$ cat src/rtl/conf_pkg.sv
// Shared configuration-frame definitions for conf_loader and the UART receiver's slot counter.
package conf_pkg;

    localparam int N_PAR      = 6;
    localparam int DATA_W     = 8;
    localparam int ADDR_W     = 3;
    localparam int FIRST_ADDR = N_PAR - 1;

    typedef logic [ADDR_W-1:0] addr_t;

    typedef enum logic [1:0] {
        IDLE,
        LOAD,
        PENDING
    } state_t;

endpackage

$ cat src/rtl/gap_timer.sv
// Saturating inter-byte gap counter; expired holds while the count sits at TIMEOUT_MAX.
module gap_timer #(
    parameter int TIMEOUT_MAX = 4160
) (
    input  logic clk,
    input  logic rst,
    input  logic clr,
    input  logic run,
    output logic expired
);

    localparam int CW = $clog2(TIMEOUT_MAX + 1);

    logic [CW-1:0] count;

    always_ff @(posedge clk or posedge rst) begin
        if (rst) begin
            count <= '0;
        end else if (clr) begin
            count <= '0;
        end else if (run && !expired) begin
            count <= count + 1'b1;
        end
    end

    assign expired = (count == CW'(TIMEOUT_MAX));

endmodule

$ cat src/rtl/conf_loader.sv
// Assembles a 6-byte configuration frame from the UART receiver and commits it during a safe window.
// Optional slot-0 XOR checksum is enabled by defining CONF_LOADER_CHECKSUM_EN.
module conf_loader
    import conf_pkg::*;
#(
    parameter int TIMEOUT_MAX = 4160
) (
    input  logic                      clk,
    input  logic                      rst,
    input  logic [DATA_W-1:0]         data_in,
    input  logic [ADDR_W-1:0]         addr_in,
    input  logic                      data_valid,
    input  logic                      safe,
    output logic [N_PAR*DATA_W-1:0]   params,
    output logic                      cfg_valid,
    output logic                      commit,
    output logic                      frame_err,
    output logic                      pending
);

    localparam addr_t FIRST = addr_t'(FIRST_ADDR);

    state_t                    state, state_n;
    addr_t                     exp_addr, exp_addr_n;
    logic [N_PAR*DATA_W-1:0]   shadow, shadow_n;
    logic [N_PAR*DATA_W-1:0]   params_n;
    logic                      cfg_valid_n, commit_n, frame_err_n, pending_n;
    logic                      take_byte;
    logic                      expired;
`ifdef CONF_LOADER_CHECKSUM_EN
    logic [DATA_W-1:0]         csum, csum_n;
`endif

    // Any accepted byte, or being outside a frame, restarts the gap measurement.
    gap_timer #(
        .TIMEOUT_MAX (TIMEOUT_MAX)
    ) u_gap_timer (
        .clk     (clk),
        .rst     (rst),
        .clr     (data_valid || (state != LOAD)),
        .run     (state == LOAD),
        .expired (expired)
    );

    always_ff @(posedge clk or posedge rst) begin
        if (rst) begin
            state     <= IDLE;
            exp_addr  <= FIRST;
            shadow    <= '0;
            params    <= '0;
            cfg_valid <= 1'b0;
            commit    <= 1'b0;
            frame_err <= 1'b0;
            pending   <= 1'b0;
`ifdef CONF_LOADER_CHECKSUM_EN
            csum      <= '0;
`endif
        end else begin
            state     <= state_n;
            exp_addr  <= exp_addr_n;
            shadow    <= shadow_n;
            params    <= params_n;
            cfg_valid <= cfg_valid_n;
            commit    <= commit_n;
            frame_err <= frame_err_n;
            pending   <= pending_n;
`ifdef CONF_LOADER_CHECKSUM_EN
            csum      <= csum_n;
`endif
        end
    end

    // take_byte marks cases where the incoming byte is treated as if seen from IDLE.
    always_comb begin
        state_n     = state;
        exp_addr_n  = exp_addr;
        shadow_n    = shadow;
        params_n    = params;
        cfg_valid_n = cfg_valid;
        commit_n    = 1'b0;
        frame_err_n = 1'b0;
        pending_n   = pending;
        take_byte   = 1'b0;
`ifdef CONF_LOADER_CHECKSUM_EN
        csum_n      = csum;
`endif

        unique case (state)
            IDLE: begin
                take_byte = 1'b1;
            end
            LOAD: begin
                if (data_valid) begin
                    if (addr_in == exp_addr) begin
                        shadow_n[int'(exp_addr)*DATA_W +: DATA_W] = data_in;
                        if (exp_addr == '0) begin
                            exp_addr_n = FIRST;
`ifdef CONF_LOADER_CHECKSUM_EN
                            if (data_in == csum) begin
                                state_n   = PENDING;
                                pending_n = 1'b1;
                            end else begin
                                state_n     = IDLE;
                                frame_err_n = 1'b1;
                            end
`else
                            state_n   = PENDING;
                            pending_n = 1'b1;
`endif
                        end else begin
                            exp_addr_n = exp_addr - 1'b1;
`ifdef CONF_LOADER_CHECKSUM_EN
                            csum_n = csum ^ data_in;
`endif
                        end
                    end else begin
                        frame_err_n = 1'b1;
                        take_byte   = 1'b1;
                    end
                end else if (expired) begin
                    frame_err_n = 1'b1;
                    state_n     = IDLE;
                    exp_addr_n  = FIRST;
                end
            end
            PENDING: begin
                if (safe) begin
`ifdef CONF_LOADER_CHECKSUM_EN
                    params_n = {shadow[N_PAR*DATA_W-1:DATA_W], {DATA_W{1'b0}}};
`else
                    params_n = shadow;
`endif
                    commit_n    = 1'b1;
                    cfg_valid_n = 1'b1;
                    pending_n   = 1'b0;
                    state_n     = IDLE;
                    take_byte   = 1'b1;
                end else if (data_valid) begin
                    frame_err_n = 1'b1;
                    pending_n   = 1'b0;
                    state_n     = IDLE;
                    take_byte   = 1'b1;
                end
            end
            default: begin
                state_n = IDLE;
            end
        endcase

        // Only the first slot can open a frame; anything else resynchronises to IDLE.
        if (take_byte && data_valid) begin
            if (addr_in == FIRST) begin
                shadow_n[FIRST_ADDR*DATA_W +: DATA_W] = data_in;
                exp_addr_n = FIRST - 1'b1;
                state_n    = LOAD;
                pending_n  = 1'b0;
`ifdef CONF_LOADER_CHECKSUM_EN
                csum_n = data_in;
`endif
            end else begin
                frame_err_n = 1'b1;
                state_n     = IDLE;
                exp_addr_n  = FIRST;
            end
        end
    end

endmodule

$ cat config.mk
export PLATFORM = sky130hd
export DESIGN_NAME = conf_loader
export DESIGN_NICKNAME = d
export VERILOG_FILES = /design/src/rtl/conf_pkg.sv /design/src/rtl/gap_timer.sv /design/src/rtl/conf_loader.sv
export SDC_FILE = /design/constraint.sdc
export NUM_CORES = 1
export LEC_CHECK = 0
export CAP_MARGIN = 20
export CORE_UTILIZATION = 63
export DETAILED_ROUTE_END_ITERATION = 7
export DONT_BUFFER_PORTS = 1
export GPL_ROUTABILITY_DRIVEN = 0
export PLACE_DENSITY_LB_ADDON = 0.15
export REMOVE_ABC_BUFFERS = 1
export SLEW_MARGIN = 20
export SYNTH_ARGS = -nofsm -noshare
export SYNTH_HDL_FRONTEND = slang
export SYNTH_SLANG_ARGS = --single-unit
export TNS_END_PERCENT = 50
$ cat constraint.sdc
create_clock -name clk -period 4.9 [get_ports clk]
set_input_delay 0.49 -clock clk [delete_from_list [all_inputs] [get_ports clk]]
set_output_delay 0.49 -clock clk [all_outputs]
set_load 0.05 [all_outputs]
# [Word level (Yosys, flattened, before mapping)]
# Cells that the tools add are included.
[word_totals] elab_cells=85 output_inout_bits=52 reg_bits=118 inputBits=15
[classes] eq_ne=12 muxes=45 add_sub_neg=3 shifts=2 n_reduce_logical=13
[ops] cell="$mux 48" count=3
[ops] cell="$bwmux 48" count=1
[ops] cell="$shift 8x33->48 const A" count=1
[ops] cell="$shiftx 8x33->48" count=1
[ops] cell="$neg 6->33" count=1
[ops] cell="$mux 13" count=2
[ops] cell="$mux 1" count=20
[ops] cell="$mux 3" count=6
[ops] cell="$mux 8" count=2
[ops] cell="$ne 4x4->1 const B" count=4
[ops] cell="$mux 2" count=7
[ops] cell="$add 13x1->13 const B" count=1
[ops] cell="$eq 13x13->1 const B" count=1
[ops] cell="$pmux 2 s3" count=1
[ops] cell="$reduce_and 3->1" count=2
[ops] cell="$reduce_and 5->1" count=1
[ops] cell="$pmux 1 s2" count=2
[ops] cell="$reduce_bool 2->1" count=2
[ops] cell="$eq 3x3->1" count=1
[ops] cell="$eq 3x3->1 const B" count=1
[ops] cell="$logic_not 3->1" count=1
[ops] cell="$ne 3x1->1 const B" count=1
[ops] cell="$pmux 1 s3" count=1
[ops] cell="$reduce_bool 3->1" count=1
[ops] cell="other kinds (10)" count=11

# [Longest topological paths before layout]
[logic_depth] word_depth=8 depth_mapped=9

# [Hierarchy]
# Synthesis repeated with hierarchy kept, for this count alone.
[hier_totals] hier_cells=427 hier_area_um2=5159.9
[by_module_without_submodules] mod="conf_loader" instances=1 cells_per_inst=349 seq_area_each_um2=2630.0 area_per_inst_um2=4386.7
[by_module_without_submodules] mod="gap_timer" instances=1 cells_per_inst=78 seq_area_each_um2=325.3 area_per_inst_um2=773.2

# [Worst setup path before layout]
# Ideal clock, no wire load.
[synth_path] kind="register to register" startpoint="register exp_addr[0]" endpoint="register (tool-made name)" path_stages_with_launch=10 t_required_ps=4775 setup_ps=125 t_arrival_ps=2398 period_less_slack_ps=2523 slack_ps=2377 n_path_buf=2 cell_sequence="dfstp_2 > inv_1 > ha_1 > ha_1 > buf_6 > nor2_1 > o21ai_1 > or3_1 > buf_6 > mux2_4"
[synth_rtl] item="from (decl)" line="conf_loader.sv:24" text="addr_t exp_addr, exp_addr_n;"
[synth_rtl] item="from (signal assigned)" line="conf_loader.sv:60" text="exp_addr <= exp_addr_n;"

==> impl_metrics.env <==
export IMPL_run_status="complete, no violations"
export IMPL_wl_met2_mm=4.846
export IMPL_htree_levels=4
export IMPL_synth_seq_cells=118
export IMPL_crit_required_ps=5290
export IMPL_syn2layout_area_growth_pct=14.23
export IMPL_synth_area_mm2=0.005084
export IMPL_numPlacedInstances=485
export IMPL_netlist_cell_type_count=45
export IMPL_dieArea_mm2=0.008433
export IMPL_dr_pass1_iters=4
export IMPL_grt_first_pass_wirelength_mm=16.27
export IMPL_wirelength_mm=9.789
export IMPL_clock_sink_count=118
export IMPL_grtUsageTotal=0.2591
export IMPL_clk_latency_ps=510
export IMPL_clock_skew_final_ps=9.550
export IMPL_ant_nets=0
export IMPL_worstSetupPathType="reg2reg"
export IMPL_overflow=0
export IMPL_synthFlopType="dfrtp_1"
export IMPL_die_width_um=91.83
export IMPL_cap_violations=0
export IMPL_drcViolationCount=0
export IMPL_fin_cells=517
export IMPL_cts_root_buf="clkbuf_8"
export IMPL_dp_hpwl_mm=6.278
export IMPL_syn_inst=394
export IMPL_wire_per_inst_um=18.93
export IMPL_synth_edf_count=0
export IMPL_antennaDiodeCount=0
export IMPL_cts_setup_buffers=0
export IMPL_dpl_worst_slack_ps=2034
export IMPL_first_iter_violations=150
export IMPL_min_period_ps=2935
export IMPL_wl_met1_mm=4.298
export IMPL_vdd_ir_drop_max_mv=0.2360
export IMPL_row_count=32
export IMPL_via_per_inst=5.793
export IMPL_io_buffer_count=0
export IMPL_setup_viol=0
export IMPL_ios=67
export IMPL_worst_slew_pin_slew_ps=874.7
export IMPL_final_nets=427
export IMPL_postCtsHoldBufs=0
export IMPL_slew_violations=0
export IMPL_endpoint_kind="flop"
export IMPL_vias=2995
export IMPL_cts_clk_slew_worst_paths_ps=60
export IMPL_tns_ps=0
export IMPL_layout_drive_gt1_share=0.3060
export IMPL_cts_tree="yes"
export IMPL_fin_crit_sh=0.5989
export IMPL_yosysSeqAreaShare=0.5813
export IMPL_initial_core_util=0.6545
export IMPL_core_mm2=0.007767
export IMPL_cts_resized=0
export IMPL_fmax_ghz=0.3408
export IMPL_synthArstFlopShare=1.000
export IMPL_hp_class="in2async"
export IMPL_antenna_found_initial=0
export IMPL_critPathLaunchType="flop"
export IMPL_p_per_area_mw_per_mm2=424.2
export IMPL_highest_layer="met4"
export IMPL_cts_buffers=17
export IMPL_dr_wl_met3_um=502
export IMPL_setup_ws_ps=1965
export IMPL_die_h_um=91.83
export IMPL_clk_path_buf_depth=2
export IMPL_grt_setup_unrepaired="no"
export IMPL_syn_avg_cell_area_um2=12.90
export IMPL_grt_pass1_vias=3183
export IMPL_crit_fanout=9
export IMPL_crit_arrival_ps=3320
export IMPL_hold_viol_final=0
export IMPL_yosysWarnings=0
export IMPL_slew_headroom=0.4169
export IMPL_grt_max_degree=75
export IMPL_power_leakage_nw=2.916
worst paths after layout:
path,start,endpoint,slack [ps],depth (start not counted)
max in group asynchronous,rst,u_gap_timer.count[4],3770,2
worst min register to register,flop,params[1],500,1
worst max register to register,exp_addr[0],flop,1970,7
worst min-delay path,rst,params[17],50,1
worst max-delay path,exp_addr[0],flop,1970,7
min in group clk,data_in[1],flop,120,2
layer usage:
| metal | up-vias | track usage |
|---|---|---|
| met5 | - | 0 |
| met4 | 0 | 0.1029 |
| met3 | 14 | 0.08043 |
| met2 | 79 | 0.4154 |
| met1 | 1517 | 0.3307 |
| li1 | 1385 | - |
worst max-delay path, stage by stage, from the launching register on:
cell     delay, ps
dfstp_2        610
inv_1          110
ha_1           240
ha_1           290
nor2_1         430
o21ai_1        150
or3_1          600
mux2_4         380
through the flow:
step	instance area [um2]	total power (W)	utilization	hold WS, ps
floorplan	5010	0.001111	-	475.2
global placement	5157	0.001131	0.6640	481.7
detailed placement	5157	0.001137	0.6640	490.0
CTS	5807	0.002481	0.7476	52.97
global route	5807	0.002544	0.7476	102.5
finish	5807	0.002464	0.7476	49.41
power by group:
group	internal (W)	total, W	switching, W
registers	0.00100	0.00103	0.0000210
logic	0.0000392	0.0000963	0.0000571
clock network	0.000895	0.00134	0.000446
total	0.00194	0.00246	0.000525
cell usage in the layout, fill, tap and decap left out, drive strengths merged, types with 3 or more instances in the layout:
| cell type | count |
|---|---|
| ha | 10 |
| dfrtp | 116 |
| clkinvlp | 3 |
| nand4 | 5 |
| and3 | 6 |
| xor2 | 5 |
| a21oi | 6 |
| and2 | 3 |
| nand3 | 8 |
| xnor2 | 6 |
| mux2i | 8 |
| nand2 | 28 |
| inv | 24 |
| clkinv | 3 |
| nor4 | 3 |
| or3 | 5 |
| o21ai | 21 |
| nand2b | 5 |
| mux2 | 83 |
| bufinv | 5 |
| clkbuf | 18 |
| nor2 | 19 |
cell usage after synthesis, types with 2 or more instances:
library cell,instances,share of area
a41o_1,2,0.0039
o21ai_0,19,0.019
mux2_4,9,0.027
buf_1,2,0.0015
nor3_1,2,0.0020
and3_1,4,0.0049
nand4_2,2,0.0049
clkbuf_1,6,0.0044
a21oi_1,6,0.0059
nand2_1,28,0.021
mux2i_1,8,0.016
xor2_1,5,0.0086
nor2b_1,2,0.0025
ha_1,10,0.025
nand3b_1,2,0.0030
nand4_1,3,0.0037
nor4_1,3,0.0037
xnor2_1,6,0.010
and2_1,3,0.0037
a31oi_1,2,0.0025
inv_1,21,0.016
o21a_1,2,0.0030
nand2b_1,5,0.0062
dfstp_2,2,0.010
buf_6,3,0.0066
mux2_2,74,0.16
or3_1,5,0.0062
nand3_1,8,0.0079
nor2_1,19,0.014
dfrtp_1,116,0.57
cell type report:
cell class,instances,area [um2]
flip-flops and latches,118,2955
multi-input cells,242,1978
fillers,493,1961
clock buffers,18,427.9
clock inverters,14,221.5
well taps,102,127.6
inverters,21,81.33
repair buffers,2,15.01
cells by family after synthesis:
family                     after synthesis  share of synthesized area
DFF                                    118                     0.5813
and+or+nand+nor                         92                    0.09377
muxes                                   91                     0.2063
AOI/OAI and AO/OA                       38                    0.04504
buffers and inverters                   34                    0.03003
xor gates and xnor gates                11                    0.01895
adders and majority gates               10                    0.02461
No activity file was read; power rests on OpenSTA's default activity.
